--- src/rtl/wf_slot_manager_if.sv ---
// Handshake and generator-facing bundle for wf_slot_manager.
// master = slot manager side, slave = dispatcher / issue / WF-id generator side.
interface wf_slot_manager_if #(
    parameter int NUM_WF = 40,
    parameter int ID_W   = 6,
    parameter int TAG_W  = 15
);
    logic              dispatch_valid;
    logic [TAG_W-1:0]  dispatch_tag;
    logic              dispatch_ready;
    logic              new_wf_valid;
    logic [ID_W-1:0]   new_wf_id;
    logic [TAG_W-1:0]  new_wf_tag;
    logic              halt_valid;
    logic [ID_W-1:0]   halt_wfid;
    logic              halt_ready;
    logic              done_valid;
    logic [ID_W-1:0]   done_wfid;
    logic [TAG_W-1:0]  done_tag;
    logic              done_ready;
    logic [ID_W-1:0]   free_count;
    logic              gen_wr;
    logic [TAG_W-1:0]  gen_tag;
    logic              gen_halt;
    logic [ID_W-1:0]   gen_id_done;
    logic [NUM_WF-1:0] gen_vacant;
    logic [ID_W-1:0]   gen_wf_id;
    logic [NUM_WF-1:0] gen_vacant_nxt;
    logic [TAG_W-1:0]  gen_tag_done;
    logic              err;

    modport master (
        input  dispatch_valid, dispatch_tag, halt_valid, halt_wfid, done_ready,
               gen_wf_id, gen_vacant_nxt, gen_tag_done,
        output dispatch_ready, new_wf_valid, new_wf_id, new_wf_tag, halt_ready,
               done_valid, done_wfid, done_tag, free_count, gen_wr, gen_tag,
               gen_halt, gen_id_done, gen_vacant, err
    );

    modport slave (
        output dispatch_valid, dispatch_tag, halt_valid, halt_wfid, done_ready,
               gen_wf_id, gen_vacant_nxt, gen_tag_done,
        input  dispatch_ready, new_wf_valid, new_wf_id, new_wf_tag, halt_ready,
               done_valid, done_wfid, done_tag, free_count, gen_wr, gen_tag,
               gen_halt, gen_id_done, gen_vacant, err
    );
endinterface

--- src/rtl/wf_slot_manager.sv ---
// Wavefront slot vacancy owner: dispatch alloc via WF-id generator, halt queue frees slots on completion pop.
// Latency: new_wf_* 1 cycle after accept; done_* visible 1 cycle after halt push; slot freed on pop.
// Backpressure: dispatch_ready=0 when no slot vacant; halt_ready=0 when halt FIFO full. Optional WF_SLOT_ERR_CHECK_EN drops bad halts.
module wf_slot_manager #(
    parameter int NUM_WF    = 40,
    parameter int ID_W      = 6,
    parameter int TAG_W     = 15,
    parameter int HFIFO_DEP = 4
) (
    input  logic               clk,
    input  logic               rst,
    wf_slot_manager_if.master  bus
);
    localparam int PTR_W = $clog2(HFIFO_DEP);
    localparam int CNT_W = PTR_W + 1;

    logic [NUM_WF-1:0] vacant_q;
    logic [ID_W-1:0]   free_q;
    logic              new_vld_q;
    logic [ID_W-1:0]   new_id_q;
    logic [TAG_W-1:0]  new_tag_q;

    logic [ID_W-1:0]   fifo_mem [HFIFO_DEP];
    logic [PTR_W-1:0]  wr_ptr;
    logic [PTR_W-1:0]  rd_ptr;
    logic [CNT_W-1:0]  cnt;

    logic full, empty, alloc, pop, push_bad, push_ok;

    assign full  = (cnt == CNT_W'(HFIFO_DEP));
    assign empty = (cnt == '0);
    assign alloc = bus.dispatch_valid & (|vacant_q);
    assign pop   = ~empty & bus.done_ready;

`ifdef WF_SLOT_ERR_CHECK_EN
    logic err_q;
    // Out-of-range ids are rejected before the vacancy lookup so the index stays legal.
    assign push_bad = (bus.halt_wfid >= ID_W'(NUM_WF)) ? 1'b1 : vacant_q[bus.halt_wfid];

    always_ff @(posedge clk or posedge rst) begin
        if (rst)
            err_q <= 1'b0;
        else if (bus.halt_valid & ~full & push_bad)
            err_q <= 1'b1;
    end
    assign bus.err = err_q;
`else
    assign push_bad = 1'b0;
    assign bus.err  = 1'b0;
`endif

    assign push_ok = bus.halt_valid & ~full & ~push_bad;

    assign bus.dispatch_ready = |vacant_q;
    assign bus.gen_wr         = alloc;
    assign bus.gen_tag        = bus.dispatch_tag;
    assign bus.new_wf_valid   = new_vld_q;
    assign bus.new_wf_id      = new_id_q;
    assign bus.new_wf_tag     = new_tag_q;
    assign bus.halt_ready     = ~full;
    assign bus.done_valid     = ~empty;
    assign bus.done_wfid      = fifo_mem[rd_ptr];
    assign bus.done_tag       = bus.gen_tag_done;
    assign bus.gen_halt       = pop;
    assign bus.gen_id_done    = fifo_mem[rd_ptr];
    assign bus.gen_vacant     = vacant_q;
    assign bus.free_count     = free_q;

    // The generator resolves alloc and free together; its vacant_next is the new truth.
    always_ff @(posedge clk or posedge rst) begin
        if (rst) begin
            vacant_q  <= '1;
            free_q    <= ID_W'(NUM_WF);
            new_vld_q <= 1'b0;
            new_id_q  <= '0;
            new_tag_q <= '0;
        end else begin
            vacant_q  <= bus.gen_vacant_nxt;
            free_q    <= free_q - {{(ID_W-1){1'b0}}, alloc} + {{(ID_W-1){1'b0}}, pop};
            new_vld_q <= alloc;
            if (alloc) begin
                new_id_q  <= bus.gen_wf_id;
                new_tag_q <= bus.dispatch_tag;
            end
        end
    end

    always_ff @(posedge clk or posedge rst) begin
        if (rst) begin
            wr_ptr <= '0;
            rd_ptr <= '0;
            cnt    <= '0;
        end else begin
            if (push_ok) wr_ptr <= wr_ptr + 1'b1;
            if (pop)     rd_ptr <= rd_ptr + 1'b1;
            cnt <= cnt + CNT_W'(push_ok) - CNT_W'(pop);
        end
    end

    always_ff @(posedge clk) begin
        if (push_ok) fifo_mem[wr_ptr] <= bus.halt_wfid;
    end
endmodule

--- src/flat_wrapper.sv ---
// flat-port wrapper written by rule: the top's interface ports become plain ports
module wf_slot_manager_flat 
#(
    parameter int NUM_WF    = 40,
    parameter int ID_W      = 6,
    parameter int TAG_W     = 15,
    parameter int HFIFO_DEP = 4
)
  (clk, rst, bus_dispatch_valid, bus_dispatch_tag, bus_halt_valid, bus_halt_wfid, bus_done_ready, bus_gen_wf_id, bus_gen_vacant_nxt, bus_gen_tag_done, bus_dispatch_ready, bus_new_wf_valid, bus_new_wf_id, bus_new_wf_tag, bus_halt_ready, bus_done_valid, bus_done_wfid, bus_done_tag, bus_free_count, bus_gen_wr, bus_gen_tag, bus_gen_halt, bus_gen_id_done, bus_gen_vacant, bus_err);
  wf_slot_manager_if #(.NUM_WF(NUM_WF), .ID_W(ID_W), .TAG_W(TAG_W)) bus_i ();
  input  logic clk;
  input  logic rst;
  input wire logic [$bits(bus_i.dispatch_valid)-1:0] bus_dispatch_valid;
  input wire logic [$bits(bus_i.dispatch_tag)-1:0] bus_dispatch_tag;
  input wire logic [$bits(bus_i.halt_valid)-1:0] bus_halt_valid;
  input wire logic [$bits(bus_i.halt_wfid)-1:0] bus_halt_wfid;
  input wire logic [$bits(bus_i.done_ready)-1:0] bus_done_ready;
  input wire logic [$bits(bus_i.gen_wf_id)-1:0] bus_gen_wf_id;
  input wire logic [$bits(bus_i.gen_vacant_nxt)-1:0] bus_gen_vacant_nxt;
  input wire logic [$bits(bus_i.gen_tag_done)-1:0] bus_gen_tag_done;
  output wire logic [$bits(bus_i.dispatch_ready)-1:0] bus_dispatch_ready;
  output wire logic [$bits(bus_i.new_wf_valid)-1:0] bus_new_wf_valid;
  output wire logic [$bits(bus_i.new_wf_id)-1:0] bus_new_wf_id;
  output wire logic [$bits(bus_i.new_wf_tag)-1:0] bus_new_wf_tag;
  output wire logic [$bits(bus_i.halt_ready)-1:0] bus_halt_ready;
  output wire logic [$bits(bus_i.done_valid)-1:0] bus_done_valid;
  output wire logic [$bits(bus_i.done_wfid)-1:0] bus_done_wfid;
  output wire logic [$bits(bus_i.done_tag)-1:0] bus_done_tag;
  output wire logic [$bits(bus_i.free_count)-1:0] bus_free_count;
  output wire logic [$bits(bus_i.gen_wr)-1:0] bus_gen_wr;
  output wire logic [$bits(bus_i.gen_tag)-1:0] bus_gen_tag;
  output wire logic [$bits(bus_i.gen_halt)-1:0] bus_gen_halt;
  output wire logic [$bits(bus_i.gen_id_done)-1:0] bus_gen_id_done;
  output wire logic [$bits(bus_i.gen_vacant)-1:0] bus_gen_vacant;
  output wire logic [$bits(bus_i.err)-1:0] bus_err;
  assign bus_i.dispatch_valid = bus_dispatch_valid;
  assign bus_i.dispatch_tag = bus_dispatch_tag;
  assign bus_i.halt_valid = bus_halt_valid;
  assign bus_i.halt_wfid = bus_halt_wfid;
  assign bus_i.done_ready = bus_done_ready;
  assign bus_i.gen_wf_id = bus_gen_wf_id;
  assign bus_i.gen_vacant_nxt = bus_gen_vacant_nxt;
  assign bus_i.gen_tag_done = bus_gen_tag_done;
  assign bus_dispatch_ready = bus_i.dispatch_ready;
  assign bus_new_wf_valid = bus_i.new_wf_valid;
  assign bus_new_wf_id = bus_i.new_wf_id;
  assign bus_new_wf_tag = bus_i.new_wf_tag;
  assign bus_halt_ready = bus_i.halt_ready;
  assign bus_done_valid = bus_i.done_valid;
  assign bus_done_wfid = bus_i.done_wfid;
  assign bus_done_tag = bus_i.done_tag;
  assign bus_free_count = bus_i.free_count;
  assign bus_gen_wr = bus_i.gen_wr;
  assign bus_gen_tag = bus_i.gen_tag;
  assign bus_gen_halt = bus_i.gen_halt;
  assign bus_gen_id_done = bus_i.gen_id_done;
  assign bus_gen_vacant = bus_i.gen_vacant;
  assign bus_err = bus_i.err;
  wf_slot_manager #(.NUM_WF(NUM_WF), .ID_W(ID_W), .TAG_W(TAG_W), .HFIFO_DEP(HFIFO_DEP)) u_core (.clk(clk), .rst(rst), .bus(bus_i));
endmodule
--- config.mk ---
export PLATFORM = sky130hd
export DESIGN_NAME = wf_slot_manager_flat
export DESIGN_NICKNAME = d
export VERILOG_FILES = /design/src/rtl/wf_slot_manager_if.sv /design/src/rtl/wf_slot_manager.sv /design/src/flat_wrapper.sv
export SDC_FILE = /design/constraint.sdc
export NUM_CORES = 1
export LEC_CHECK = 0
export BUFFER_PORTS_ARGS = -buffer_cell sky130_fd_sc_hd__buf_2
export CORE_UTILIZATION = 40
export CTS_BUF_LIST = sky130_fd_sc_hd__clkbuf_8 sky130_fd_sc_hd__clkbuf_16
export DETAILED_ROUTE_END_ITERATION = 16
export MAX_ROUTING_LAYER = met4
export PLACE_DENSITY = 0.69
export SYNTH_ARGS = -nofsm -noshare
export SYNTH_HDL_FRONTEND = slang
export SYNTH_SLANG_ARGS = --single-unit
--- constraint.sdc ---
create_clock -name clk -period 5.5 [get_ports clk]
set_input_delay 0.825 -clock clk [delete_from_list [all_inputs] [get_ports clk]]
set_output_delay 0.825 -clock clk [all_outputs]
set_load 0.05 [all_outputs]
# Word level (Yosys, flattened, before mapping)
# Memory sizes are Yosys's and may differ from the RTL's.
# Cells that the tools add are included.
[classes] n_addsub=6 multipliers=0 div=0 order_cmp=0 n_eq_ne=1 shift=0 muxes=2 bitwise_logic=5 n_reduce_logical=2
[ops] operator="40-bit OR reduction" count=1
[ops] operator="6-bit by 1-bit adder with 6-bit output" count=1
[ops] operator="6-bit by 1-bit subtractor with 6-bit output" count=1
[ops] operator="2-bit by 1-bit adder with 2-bit output, second input constant" count=2
[ops] operator="3-bit by 1-bit adder with 3-bit output" count=1
[ops] operator="1-bit AND" count=3
[ops] operator="3-bit == test, second input constant" count=1
[ops] operator="3-bit zero test" count=1
[ops] operator="3-bit by 1-bit subtractor with 3-bit output" count=1
[ops] operator="1-bit 2-to-1 mux" count=2
[ops] operator="1-bit NOT" count=2
[totals] ff_bits=75 latch_bits=0 mem_bits_rw=24 mem_bits_ro=0 inputBits=87 out_inout_bits=116 word_cells=25 memories=1
[mem_list] memory="u_core.fifo_mem" depth=4 word_bits=6 read_ports=1 rd_ports_with_merged_regs=0 wr=1 line_no="wf_slot_manager.sv:23" text="logic [ID_W-1:0] fifo_mem [HFIFO_DEP];"

# Logic depth before layout (Yosys ltp)
[depth] depth_word=5 mapped_depth=13 mapped_depth_nobuf=12

# Worst setup path before layout
# OpenSTA, ideal clock, no wires.
[synth_timing] path_type="flip-flop to flip-flop" startpoint="register u_core.vacant_q[22] (netlist: u_core.bus.gen_vacant[22])" endpoint="register u_core.free_q[4] (netlist: u_core.bus.free_count[4])" setup_time_ns=0.080 arrival_time_ns=3.032 required_ns=5.420 slack_ns=2.388 path_stages_with_launch=14 n_path_buf=1 period_less_slack_ns=3.112 path_cell_list="dfstp_2 nor4_1 nand4_1 o31ai_4 buf_6 inv_1 ha_1 inv_1 ha_1 fa_1 a21oi_1 nor2_1 nor2_1 xnor2_1"
[synth_via] elab_chain_len=4
[synth_lines] item="start, declared" line_no="wf_slot_manager.sv:17" text="logic [NUM_WF-1:0] vacant_q;"
[synth_lines] item="start signal, assigned" line_no="wf_slot_manager.sv:78" text="vacant_q <= bus.gen_vacant_nxt;"
[synth_lines] item="40-bit OR reduction" line_no="wf_slot_manager.sv:32" text="assign alloc = bus.dispatch_valid & (|vacant_q);"
[synth_lines] item="1-bit AND" line_no="wf_slot_manager.sv:32"
[synth_lines] item="named net bus_gen_wr" line_no="flat_wrapper.sv:30" text="output wire logic [$bits(bus_i.gen_wr)-1:0] bus_gen_wr;"
[synth_lines] item="6-bit by 1-bit subtractor with 6-bit output" line_no="wf_slot_manager.sv:79" text="free_q <= free_q - {{(ID_W-1){1'b0}}, alloc} + {{(ID_W-1){1'b0}}, pop};"
[synth_lines] item="6-bit by 1-bit adder with 6-bit output" line_no="wf_slot_manager.sv:79"
[synth_lines] item="end signal, assigned" line_no="wf_slot_manager.sv:73" text="free_q <= ID_W'(NUM_WF);"
[synth_lines] item="end signal, assigned" line_no="wf_slot_manager.sv:79"
[synth_lines] item="end, declared" line_no="wf_slot_manager.sv:18" text="logic [ID_W-1:0] free_q;"
# The timed path passes the listed nets, and every way through them passes these cells.
# A chain may end at the register's enable or synchronous reset.

# Worst setup path in the final report
[layout_timing] startpoint="register u_core.vacant_q[34] (netlist: u_core.bus.gen_vacant[34])" endpoint="register u_core.free_q[4] (netlist: u_core.bus.free_count[4])"
[layout_via] elab_chain_len=4
[layout_lines] item="40-bit OR reduction" line_no="wf_slot_manager.sv:32"
[layout_lines] item="1-bit AND" line_no="wf_slot_manager.sv:32"
[layout_lines] item="6-bit by 1-bit subtractor with 6-bit output" line_no="wf_slot_manager.sv:79"
[layout_lines] item="6-bit by 1-bit adder with 6-bit output" line_no="wf_slot_manager.sv:79"
# Every way passes these cells.

==> out/results.ini <==
[clock_network]
clk_latency_ns = 0.35
htree_num_levels = 3
tritoncts = yes
ctsRootBufferMaster = sky130_fd_sc_hd__clkbuf_8
cts-buffers-inserted = 9
cts_setup_buffers = 0
cts_repair_resize_count = 0
clk_pin_slew_ns = 0.09
sinks_on_clock_net = 99
cts-hold-fix-buffers = 0
cts-root-to-sink-buffers = 2

[final_layout]
stdcell_count = 522
antenna_cells = 0
fraction_of_layout_instances_using_a_drive_strength_above_1 = 0.659
finish.net_count = 489
area.growth.synth_to_final_pct = 23.2

[worst_setup_path]
r2r.worst_path.cells = 13
timing.critical_path.depth = 13
critPathSlowestCell = sky130_fd_sc_hd__fa_1
crit_buf_inv = 3
worst_r2r_endpoint = u_core.bus.free_count[4]$_DFF_PP0_
r2r_start = u_core.bus.gen_vacant[34]$_DFF_PP1_
required_ns = 5.77
cp.arrival_ns = 3.38
crit_type = flip-flop to flip-flop
startpoint_type = flip-flop
endpoint_kind = flip-flop
setup.worst_path.start = u_core.bus.gen_vacant[34]$_DFF_PP1_
critical_path.max_fanout = 22
reg2reg_setup_slack_ns = 2.39
worst_setup_path_endpoint = u_core.bus.free_count[4]$_DFF_PP0_
cp_slowest_stage_delay_ns = 0.41
crit_path_cell_trace = nor4_1 > nand4_1 > o31ai_4 > buf_4 > inv_1 > ha_1 > inv_1 > ha_1 > fa_1 > a21oi_1 > nor2_1 > nor2_1 > xnor2_1
crit_family = adder cells

[synth]
synth_most_common_cell = sky130_fd_sc_hd__dfstp_2
synthesis.yosys.warnings = 0
synth.net_count = 346
synth_enable_flop_cells = 24
synth_area_leaders = sky130_fd_sc_hd__dfstp_2 28%, sky130_fd_sc_hd__dfrtp_1 21%, sky130_fd_sc_hd__edfxtp_1 18%
most_numerous_cell_types_in_the_synthesized_netlist = 42 x sky130_fd_sc_hd__dfstp_2, 37 x sky130_fd_sc_hd__buf_4, 33 x sky130_fd_sc_hd__dfrtp_1
synth_ff_type = sky130_fd_sc_hd__dfstp_2
synth_top_cell_by_area = sky130_fd_sc_hd__dfstp_2
mean_syn_cell_area_um2 = 15.9
synthDistinctLibCells = 32
part_of_the_yosys_area_used_for_sequential_elements = 0.679
synth_cells = 245
post-synth-top-area-fraction = 0.283
syn-cell-area_um2 = 3900
ys_ff_latch = 99
async_flop_share = 0.758

[routing]
dr.first_iter.drc_count = 76
via_per_inst = 4.50
total_wire_length_um = 7290
detail_route.drc_violations = 0
wl_per_cell_um = 14.0
postRouteAntennaNets = 0
route.vias.total = 2351
drtPass1Iterations = 4

[sta]
finalCriticalPeriod_ns = 3.11
worst_slew_margin_rel = 0.397
worstMarginPinSlew_ns = 0.904
setup_tns_ns = 0
finalHoldViolCount = 0
post-route-period-util = 0.565
finalSetupViolCount = 0
timing.fmax_mhz = 322
fin_worst_skew_ns = 0.0130
slew_viol_final = 0
grt_setup_unrepaired = no

[power]
p_leak_nw = 2.23
power_per_cell_area_nw_per_um2 = 508
irDropWorstVdd_mv = 0.250

[worst_hold_path]
worst_hold_path_type = flip-flop to flip-flop

[grt]
largest_net_degree_at_the_start_of_global_routing = 76
all_layer_gr_usage = 0.156
grt_antenna_before_repair = 0
grt_first_pass_wirelength_um = 11400
grt.overflow.total = 0
first_global_vias = 2411

[place]
place.detailed.instances = 506
port_buffers = 171
hpwl_um = 5610
place.gp.congestion = 0.744

[floorplan]
placementRows = 35
initial_utilization = 0.418
io_pins = 203
core_outline_area_um2 = 9330
floorplan.die.height_um = 101
dieArea_um2 = 10200
dieWidth_um = 101

[run_status]
run_status = completed

[flow_run]
maxCapViolCount = 0

[worst register-to-register path: cells and delay by family, from the launching register on]
| family | cells | cell delay, ns |
|---|---|---|
| DFF | 1 | 0.38 |
| adders and majority gates | 3 | 0.90 |
| buffers and inverters | 3 | 0.48 |
| xor gates and xnor gates | 1 | 0.12 |
| AOI/OAI and AO/OA | 2 | 0.44 |
| and+or+nand+nor | 4 | 0.72 |
[final cells by class]
type,count,area (um^2)
well taps,129,161
repair buffers,173,871
inverters,16,60.1
multi-input cells,89,885
clock buffers,10,138
flip-flops and latches,99,2650
clock inverters,6,45.0
fillers,823,4520
[worst min path at each step]
stage	startpoint	endpoint	slack, ns	cells after the start
finish	u_core.bus.new_wf_id[1]$_DFFE_PP0P_	u_core.bus.new_wf_id[1]$_DFFE_PP0P_	0.49	1
global route	u_core.bus.new_wf_tag[1]$_DFFE_PP0P_	u_core.bus.new_wf_tag[1]$_DFFE_PP0P_	0.52	1
CTS	u_core.bus.new_wf_id[1]$_DFFE_PP0P_	u_core.bus.new_wf_id[1]$_DFFE_PP0P_	0.50	1
detailed placement	u_core.bus.new_wf_id[1]$_DFFE_PP0P_	u_core.bus.new_wf_id[1]$_DFFE_PP0P_	0.48	1
global placement	u_core.bus.new_wf_id[0]$_DFFE_PP0P_	u_core.bus.new_wf_id[0]$_DFFE_PP0P_	0.47	1
floorplan	u_core.cnt[2]$_DFF_PP0_	u_core.cnt[2]$_DFF_PP0_	0.46	1
[layer usage]
metal | GRT usage | vias up | wire [um] | share of wire
met2 | 0.249 | 120 | 3730 | 0.51
met5 | - | - | 0 | 0
li1 | - | 1092 | - | -
met3 | 0.0444 | 8 | 553 | 0.076
met1 | 0.186 | 1131 | 2930 | 0.40
met4 | 0.0647 | 0 | 72 | 0.0099
[state kept, by name (all words and copies together) (netlist names)]
name                     flops
u_core.bus.gen_vacant       40
u_core.fifo_mem             24
u_core.bus.new_wf_tag       15
u_core.bus.free_count        6
u_core.bus.new_wf_id         6
u_core.cnt                   3
u_core.rd_ptr                2
u_core.wr_ptr                2
u_core.bus.new_wf_valid      1
[layout by cell type, fill, tap and decap left out, types with 3 or more instances in the layout]
cell type / count
sky130_fd_sc_hd__clkbuf_8: 10
sky130_fd_sc_hd__nor4_1: 10
sky130_fd_sc_hd__buf_2: 171
sky130_fd_sc_hd__dfstp_2: 42
sky130_fd_sc_hd__dfrtp_1: 33
sky130_fd_sc_hd__nor2_1: 3
sky130_fd_sc_hd__mux4_2: 6
sky130_fd_sc_hd__xnor2_1: 6
sky130_fd_sc_hd__inv_1: 15
sky130_fd_sc_hd__xor2_1: 3
sky130_fd_sc_hd__nand2_1: 3
sky130_fd_sc_hd__and3_1: 5
sky130_fd_sc_hd__ha_1: 12
sky130_fd_sc_hd__mux2_2: 20
sky130_fd_sc_hd__edfxtp_1: 24
[kinds of logic after synthesis]
logic type      count (synthesis)  share of synthesized area
flops                          99                      0.679
buf+inv                        57                     0.0943
simple gates                   31                     0.0455
mux                            28                     0.0981
fa+ha+maj                      14                     0.0487
xor+xnor                        9                     0.0202
compound gates                  6                     0.0131
other cells                     1                   0.000961
[metrics by stage]
step	hold WS, ns	setup WS (ns)	util	total power (W)	cell area [um^2]
6_report	0.492	2.39	0.516	0.00244	4810
5_1_grt	0.521	2.11	0.516	0.00259	4810
4_1_cts	0.497	2.31	0.516	0.00248	4810
3_5_place_dp	0.477	2.35	0.496	0.00204	4630
3_3_place_gp	0.471	2.43	0.496	0.00202	4630
2_1_floorplan	0.460	2.39	-	0.00188	3900
[power by group]
group          switching, W  internal (W)  total, W  leakage, nW
Combinational      0.000719      0.000310   0.00103         1.09
Sequential        0.0000827      0.000898  0.000981         1.05
Clock              0.000250      0.000182  0.000432       0.0955
No activity file was read; power rests on OpenSTA's default activity.
